$ cat src/rtl/i2c_master_ctrl_pkg.sv
// Shared types and constants for the single-byte I2C master and its users.
package i2c_pkg;

    typedef enum logic [3:0] {
        ST_IDLE     = 4'd0,
        ST_START    = 4'd1,
        ST_ADDR     = 4'd2,
        ST_ADDR_ACK = 4'd3,
        ST_WDATA    = 4'd4,
        ST_WACK     = 4'd5,
        ST_RDATA    = 4'd6,
        ST_MACK     = 4'd7,
        ST_STOP     = 4'd8
    } state_t;

    localparam logic [6:0] I2C_SRAM_ADDR = 7'h1F;

    localparam logic RW_READ  = 1'b1;
    localparam logic RW_WRITE = 1'b0;

    localparam logic [1:0] Q0 = 2'd0;
    localparam logic [1:0] Q1 = 2'd1;
    localparam logic [1:0] Q2 = 2'd2;
    localparam logic [1:0] Q3 = 2'd3;

endpackage

$ cat src/rtl/i2c_master_ctrl_if.sv
// Host command/status handshake plus the SCL/SDA drive and sense lines.
interface i2c_master_ctrl_if;

    logic       start;
    logic       rw;
    logic [6:0] dev_addr;
    logic [7:0] wr_data;
    logic [7:0] rd_data;
    logic       busy;
    logic       done;
    logic       ack_err;
    logic       SCL_I;
    logic       SDA_I;
    logic       SCL_O;
    logic       SDA_O;

    modport master (
        input  start, rw, dev_addr, wr_data, SCL_I, SDA_I,
        output rd_data, busy, done, ack_err, SCL_O, SDA_O
    );

    modport slave (
        output start, rw, dev_addr, wr_data, SCL_I, SDA_I,
        input  rd_data, busy, done, ack_err, SCL_O, SDA_O
    );

endinterface

$ cat src/rtl/i2c_qtick_gen.sv
// Quarter-phase timebase: CLK_DIV cycles per quarter, four quarters per bit slot.
// While stretch is asserted the counter freezes, so every stretched cycle costs one cycle.
module i2c_qtick_gen
    import i2c_pkg::*;
#(
    parameter int CLK_DIV = 4
) (
    input  logic       clk,
    input  logic       rst,
    input  logic       enable,
    input  logic       stretch,
    output logic [1:0] q_idx,
    output logic       q_last,
    output logic       slot_end
);

    localparam int CW = (CLK_DIV > 1) ? $clog2(CLK_DIV) : 1;

    logic [CW-1:0] cnt_q, cnt_d;
    logic [1:0]    q_q, q_d;

    always_ff @(posedge clk) begin
        if (!rst) begin
            cnt_q <= '0;
            q_q   <= Q0;
        end else begin
            cnt_q <= cnt_d;
            q_q   <= q_d;
        end
    end

    // Disabled means parked at the start of q0, ready for the next slot.
    always_comb begin
        cnt_d = cnt_q;
        q_d   = q_q;
        if (!enable) begin
            cnt_d = '0;
            q_d   = Q0;
        end else if (!stretch) begin
            if (q_last) begin
                cnt_d = '0;
                q_d   = q_q + 2'd1;
            end else begin
                cnt_d = cnt_q + CW'(1);
            end
        end
    end

    assign q_idx    = q_q;
    assign q_last   = (cnt_q == CW'(CLK_DIV - 1));
    assign slot_end = enable && (q_q == Q3) && q_last && !stretch;

endmodule

$ cat src/rtl/i2c_master_ctrl.sv
// Single-byte I2C master: START, address+R/W, one data byte, STOP per host command.
module i2c_master_ctrl
    import i2c_pkg::*;
#(
    parameter int CLK_DIV = 4
) (
    input  logic               clk,
    input  logic               rst,
    i2c_master_ctrl_if.master  bus
);

    state_t     state_q, state_d;
    logic [2:0] bit_cnt_q, bit_cnt_d;
    logic [7:0] tx_q, tx_d;
    logic [7:0] rx_q, rx_d;
    logic [7:0] rd_data_q, rd_data_d;
    logic       rw_q, rw_d;
    logic [6:0] addr_q, addr_d;
    logic [7:0] wdata_q, wdata_d;
    logic       ack_err_q, ack_err_d;
    logic       busy_q, busy_d;
    logic       done_q, done_d;

    logic [1:0] q_idx;
    logic       q_last;
    logic       slot_end;
    logic       stretch;
    logic       sample;
    logic       scl_o;
    logic       sda_o;

    i2c_qtick_gen #(.CLK_DIV(CLK_DIV)) u_qtick (
        .clk      (clk),
        .rst      (rst),
        .enable   (state_q != ST_IDLE),
        .stretch  (stretch),
        .q_idx    (q_idx),
        .q_last   (q_last),
        .slot_end (slot_end)
    );

    // A slave holding SCL low while we release it freezes the timebase.
    assign stretch = (q_idx >= Q2) && scl_o && !bus.SCL_I;
    assign sample  = (q_idx == Q2) && q_last && !stretch;

    always_ff @(posedge clk) begin
        if (!rst) begin
            state_q   <= ST_IDLE;
            bit_cnt_q <= '0;
            tx_q      <= '0;
            rx_q      <= '0;
            rd_data_q <= '0;
            rw_q      <= RW_WRITE;
            addr_q    <= '0;
            wdata_q   <= '0;
            ack_err_q <= 1'b0;
            busy_q    <= 1'b0;
            done_q    <= 1'b0;
        end else begin
            state_q   <= state_d;
            bit_cnt_q <= bit_cnt_d;
            tx_q      <= tx_d;
            rx_q      <= rx_d;
            rd_data_q <= rd_data_d;
            rw_q      <= rw_d;
            addr_q    <= addr_d;
            wdata_q   <= wdata_d;
            ack_err_q <= ack_err_d;
            busy_q    <= busy_d;
            done_q    <= done_d;
        end
    end

    // Line drive: START and STOP move SDA mid-slot while SCL is high; data slots only at q0.
    always_comb begin
        scl_o = 1'b1;
        sda_o = 1'b1;
        case (state_q)
            ST_START: begin
                sda_o = (q_idx < Q2);
            end
            ST_ADDR, ST_WDATA: begin
                scl_o = (q_idx >= Q2);
                sda_o = tx_q[7];
            end
            ST_ADDR_ACK, ST_WACK, ST_RDATA, ST_MACK: begin
                scl_o = (q_idx >= Q2);
            end
            ST_STOP: begin
                scl_o = (q_idx != Q0);
                sda_o = (q_idx >= Q2);
            end
            default: ;
        endcase
    end

    // Sequencing; a done cycle blocks acceptance so a new command lands a cycle later.
    always_comb begin
        state_d   = state_q;
        bit_cnt_d = bit_cnt_q;
        tx_d      = tx_q;
        rx_d      = rx_q;
        rd_data_d = rd_data_q;
        rw_d      = rw_q;
        addr_d    = addr_q;
        wdata_d   = wdata_q;
        ack_err_d = ack_err_q;
        busy_d    = busy_q;
        done_d    = 1'b0;
        case (state_q)
            ST_IDLE: begin
                if (bus.start && !done_q) begin
                    rw_d      = bus.rw;
                    addr_d    = bus.dev_addr;
                    wdata_d   = bus.wr_data;
                    ack_err_d = 1'b0;
                    busy_d    = 1'b1;
                    state_d   = ST_START;
                end
            end
            ST_START: begin
                if (slot_end) begin
                    tx_d      = {addr_q, rw_q};
                    bit_cnt_d = 3'd7;
                    state_d   = ST_ADDR;
                end
            end
            ST_ADDR, ST_WDATA: begin
                if (slot_end) begin
                    tx_d = {tx_q[6:0], 1'b0};
                    if (bit_cnt_q == 3'd0) begin
                        state_d = (state_q == ST_ADDR) ? ST_ADDR_ACK : ST_WACK;
                    end else begin
                        bit_cnt_d = bit_cnt_q - 3'd1;
                    end
                end
            end
            ST_ADDR_ACK: begin
                if (sample && bus.SDA_I) begin
                    ack_err_d = 1'b1;
                end
                if (slot_end) begin
                    bit_cnt_d = 3'd7;
                    if (ack_err_q) begin
                        state_d = ST_STOP;
                    end else if (rw_q == RW_READ) begin
                        state_d = ST_RDATA;
                    end else begin
                        tx_d    = wdata_q;
                        state_d = ST_WDATA;
                    end
                end
            end
            ST_WACK: begin
                if (sample && bus.SDA_I) begin
                    ack_err_d = 1'b1;
                end
                if (slot_end) begin
                    state_d = ST_STOP;
                end
            end
            ST_RDATA: begin
                if (sample) begin
                    rx_d = {rx_q[6:0], bus.SDA_I};
                end
                if (slot_end) begin
                    if (bit_cnt_q == 3'd0) begin
                        state_d = ST_MACK;
                    end else begin
                        bit_cnt_d = bit_cnt_q - 3'd1;
                    end
                end
            end
            ST_MACK: begin
                if (slot_end) begin
                    rd_data_d = rx_q;
                    state_d   = ST_STOP;
                end
            end
            ST_STOP: begin
                if (slot_end) begin
                    done_d  = 1'b1;
                    busy_d  = 1'b0;
                    state_d = ST_IDLE;
                end
            end
            default: begin
                state_d = ST_IDLE;
            end
        endcase
    end

    assign bus.SCL_O   = scl_o;
    assign bus.SDA_O   = sda_o;
    assign bus.rd_data = rd_data_q;
    assign bus.busy    = busy_q;
    assign bus.done    = done_q;
    assign bus.ack_err = ack_err_q;

endmodule

$ cat src/flat_wrapper.sv
// flat-port wrapper written by rule: the top's interface ports become plain ports
module i2c_master_ctrl_flat import i2c_pkg::*;
#(
    parameter int CLK_DIV = 4
)
  (clk, rst, bus_start, bus_rw, bus_dev_addr, bus_wr_data, bus_SCL_I, bus_SDA_I, bus_rd_data, bus_busy, bus_done, bus_ack_err, bus_SCL_O, bus_SDA_O);
  i2c_master_ctrl_if bus_i ();
  input  logic clk;
  input  logic rst;
  input wire logic [$bits(bus_i.start)-1:0] bus_start;
  input wire logic [$bits(bus_i.rw)-1:0] bus_rw;
  input wire logic [$bits(bus_i.dev_addr)-1:0] bus_dev_addr;
  input wire logic [$bits(bus_i.wr_data)-1:0] bus_wr_data;
  input wire logic [$bits(bus_i.SCL_I)-1:0] bus_SCL_I;
  input wire logic [$bits(bus_i.SDA_I)-1:0] bus_SDA_I;
  output wire logic [$bits(bus_i.rd_data)-1:0] bus_rd_data;
  output wire logic [$bits(bus_i.busy)-1:0] bus_busy;
  output wire logic [$bits(bus_i.done)-1:0] bus_done;
  output wire logic [$bits(bus_i.ack_err)-1:0] bus_ack_err;
  output wire logic [$bits(bus_i.SCL_O)-1:0] bus_SCL_O;
  output wire logic [$bits(bus_i.SDA_O)-1:0] bus_SDA_O;
  assign bus_i.start = bus_start;
  assign bus_i.rw = bus_rw;
  assign bus_i.dev_addr = bus_dev_addr;
  assign bus_i.wr_data = bus_wr_data;
  assign bus_i.SCL_I = bus_SCL_I;
  assign bus_i.SDA_I = bus_SDA_I;
  assign bus_rd_data = bus_i.rd_data;
  assign bus_busy = bus_i.busy;
  assign bus_done = bus_i.done;
  assign bus_ack_err = bus_i.ack_err;
  assign bus_SCL_O = bus_i.SCL_O;
  assign bus_SDA_O = bus_i.SDA_O;
  i2c_master_ctrl #(.CLK_DIV(CLK_DIV)) u_core (.clk(clk), .rst(rst), .bus(bus_i));
endmodule
$ cat config.mk
export PLATFORM = sky130hd
export DESIGN_NAME = i2c_master_ctrl_flat
export DESIGN_NICKNAME = d
export VERILOG_FILES = /design/src/rtl/i2c_master_ctrl_pkg.sv /design/src/rtl/i2c_master_ctrl_if.sv /design/src/rtl/i2c_qtick_gen.sv /design/src/rtl/i2c_master_ctrl.sv /design/src/flat_wrapper.sv
export SDC_FILE = /design/constraint.sdc
export NUM_CORES = 1
export LEC_CHECK = 0
export ABC_AREA = 0
export CAP_MARGIN = 10
export CORE_ASPECT_RATIO = 1.25
export CORE_MARGIN = 4
export CORE_UTILIZATION = 40
export DETAILED_ROUTE_END_ITERATION = 16
export MAX_ROUTING_LAYER = met4
export PLACE_DENSITY_LB_ADDON = 0.25
export RECOVER_POWER = 25
export SYNTH_ARGS = -nofsm -noshare
export SYNTH_HDL_FRONTEND = slang
export SYNTH_SLANG_ARGS = --single-unit
$ cat constraint.sdc
create_clock -name clk -period 3.5 [get_ports clk]
set_input_delay 0.35 -clock clk [delete_from_list [all_inputs] [get_ports clk]]
set_output_delay 0.35 -clock clk [all_outputs]
set_load 0.02 [all_outputs]
==> impl_metrics.json <==
{
  "async_reset_ff_share_pct": 0,
  "powerDensity_mw_per_mm2": 398,
  "synth_edf_count": 0,
  "dpl-instance-area_mm2": 0.00300,
  "post-place-cells": 401,
  "slew_headroom_pct": 14.6,
  "grt_pass1_wl_um": 9250,
  "cts_resized": 0,
  "drtPass1Iterations": 4,
  "synth-main-ff-cell": "dfxtp_1",
  "ioPinCount": 34,
  "cts_sinks": 54,
  "first_iter_violations": 108,
  "yosysTopAreaCell": "dfxtp_1",
  "antenna_left": 0,
  "yosysMostFrequentCell": "dfxtp_1",
  "overflow": 0,
  "synth_nets": 323,
  "reg2reg_depth": 6,
  "core_mm2": 0.00625,
  "postSynthCellCount": 296,
  "worstPathArrival_ns": 2.45,
  "die_area_mm2": 0.00791,
  "setup_viol": 0,
  "rsz0062_at_grt": "no",
  "synth.area.top_cells": "dfxtp_1 41%, mux2i_1 13%, nor2_1 7.5%",
  "first_global_vias": 1981,
  "cts_buffer_depth": 2,
  "yosysWarnings": 0,
  "fin_crit_sh_pct": 80.0,
  "fmax_ghz": 0.357,
  "fin_hold_ws_ns": 0.448,
  "layout-drive-gt1-share_pct": 8.02,
  "syn_avg_cell_area_um2": 8.84,
  "wl_um": 5420,
  "setup.worst_path.start_class": "register",
  "r2r_end": "u_core.addr_q[4]",
  "p_leak_uw": 0.00119,
  "clk_latency_ns": 0.30,
  "whs_path_depth": 1,
  "final_cells": 409,
  "hp-class": "register to register",
  "port_buffers": 33,
  "hp-start": "u_core.bit_cnt_q[0]",
  "design_area_mm2": 0.00308,
  "initial_core_util_pct": 41.9,
  "fin_tns_setup_ns": 0,
  "final_nets": 350,
  "criticalPathCategory": "register to output pin",
  "row_count": 32,
  "end_kind": "output pin",
  "status": "finished, final reports clean",
  "antenna_found_initial": 0,
  "grt_usage_pct": 14.6,
  "die_w_um": 80.3,
  "vias": 2113,
  "drv_cap": 0,
  "crit_required_ns": 3.15,
  "clock_skew_ns": 0.00792,
  "clk_pin_slew_worst_paths_ns": 0.09,
  "vias_per_cell": 5.17,
  "final-hold-violation-count": 0,
  "grt_max_degree": 32,
  "peakVddDrop_v": 0.000228,
  "finalMaxSlewViolations": 0,
  "synth_area_mm2": 0.00262,
  "r2r-start": "u_core.state_q[0]",
  "holdPathEnd": "u_core.bit_cnt_q[0]",
  "htree_levels": 2,
  "dp_hpwl_um": 3820,
  "cts_tree": "done",
  "drt-wirelength-per-cell_um": 13.2,
  "tightest_slew_ns": 1.28,
  "ys_seq_elements": 54,
  "cts_buffers": 5,
  "r2r_slack_ns": 0.85,
  "synth.distinct_cells": 43,
  "cts_hold_buf": 0,
  "period_minus_slack_ns": 2.80,
  "crit_fanout": 20,
  "total_power_uw": 1220,
  "seq_area_frac_synth_pct": 41.3,
  "cts_setup_buffers": 0,
  "synth_top_area_share_pct": 41.3,
  "die_h_um": 98.4,
  "root_buffer": "clkbuf_8",
  "synth_commonest_cells": "54 x dfxtp_1, 52 x nor2_1, 35 x mux2i_1",
  "drc": 0,
  "insertedDiodeCount": 0,
  "syn2layout_area_growth_pct": 17.7,
  "gp_routability_congestion": 0.807
}
-- critical path, stage by stage, from the launching register on --
cell and delay [ns]:
dfxtp_1 0.32, buf_4 0.20, nor3_1 0.86, a31oi_1 0.18
clkdlybuf4s50_1 0.58
-- state kept, by name (all words and copies together), names as in the netlist --
signal / count
u_core.bus.ack_err: 1
u_core.bus.done: 1
u_core.u_qtick.q_idx: 2
u_core.bit_cnt_q: 3
u_core.bus.rd_data: 8
u_core.state_q: 4
u_core.addr_q: 7
u_core.bus.busy: 1
u_core.rx_q: 8
u_core.tx_q: 8
u_core.wdata_q: 8
u_core.u_qtick.cnt_q: 2
u_core.rw_q: 1
-- kinds of logic after synthesis --
group	count (synthesis)	share of synthesized area, %
muxes	35	13.4
DFF	54	41.3
xor gates and xnor gates	2	0.670
and+or+nand+nor	107	20.6
adders and majority gates	6	2.87
buffers and inverters	35	6.07
AOI/OAI and AO/OA	57	15.1
-- stage by stage --
stage | utilization [%] | setup slack (ns)
3_3_place_gp | 48.1 | 1.14
4_1_cts | 49.5 | 0.767
5_1_grt | 49.3 | 0.527
2_1_floorplan | - | 1.68
6_report | 49.3 | 0.702
3_5_place_dp | 48.1 | 1.06
-- area by class of cell --
| type | instances | area (um^2) |
|---|---|---|
| inverter | 15 | 56.3 |
| sequential | 54 | 1080 |
| clock inverter | 1 | 5.00 |
| tap | 85 | 106 |
| clock buffer | 7 | 86.3 |
| fill | 631 | 3170 |
| timing repair buffer | 40 | 379 |
| multi-input combinational | 207 | 1370 |
-- worst max-delay path by stage --
| stage | depth (start not counted) | to | from |
|---|---|---|---|
| finish | 4 | bus_SCL_O | u_core.state_q[0] |
| global route | 4 | bus_SCL_O | u_core.state_q[0] |
| CTS | 4 | bus_SDA_O | u_core.state_q[3] |
| detailed placement | 6 | u_core.tx_q[0] | bus_SCL_I |
| global placement | 6 | u_core.tx_q[0] | bus_SCL_I |
| floorplan | 8 | u_core.tx_q[5] | u_core.u_qtick.q_idx[0] |
-- layout by cell type, fill, tap and decap left out, types with 3 or more instances in the layout --
| master | count |
|---|---|
| dfxtp_1 | 54 |
| o21ai_0 | 19 |
| clkbuf_8 | 6 |
| a31oi_1 | 15 |
| nand2_1 | 11 |
| inv_1 | 15 |
| ha_1 | 6 |
| clkdlybuf4s50_1 | 23 |
| nand4_1 | 3 |
| nand3_1 | 12 |
| or3_1 | 3 |
| a21oi_1 | 7 |
| nor2b_1 | 5 |
| nor3_1 | 7 |
| mux2i_1 | 35 |
| dlygate4sd3_1 | 10 |
| nor2_1 | 52 |
| buf_4 | 6 |
-- layer usage --
| layer | track usage, % | vias up | part of all wire, % |
|---|---|---|---|
| li1 | - | 1087 | - |
| met1 | 20.4 | 981 | 50 |
| met2 | 21.8 | 39 | 45 |
| met3 | 2.65 | 6 | 3.3 |
| met4 | 4.03 | 0 | 0.90 |
| met5 | - | - | 0 |
-- power by group --
group          switching (uW)  leakage (uW)  internal (uW)
sequential               18.2      0.000438            640
clock                     192     0.0000482            160
combinational             121      0.000708           92.9
total                     331       0.00119            893
(Power assumes the default switching activity.)
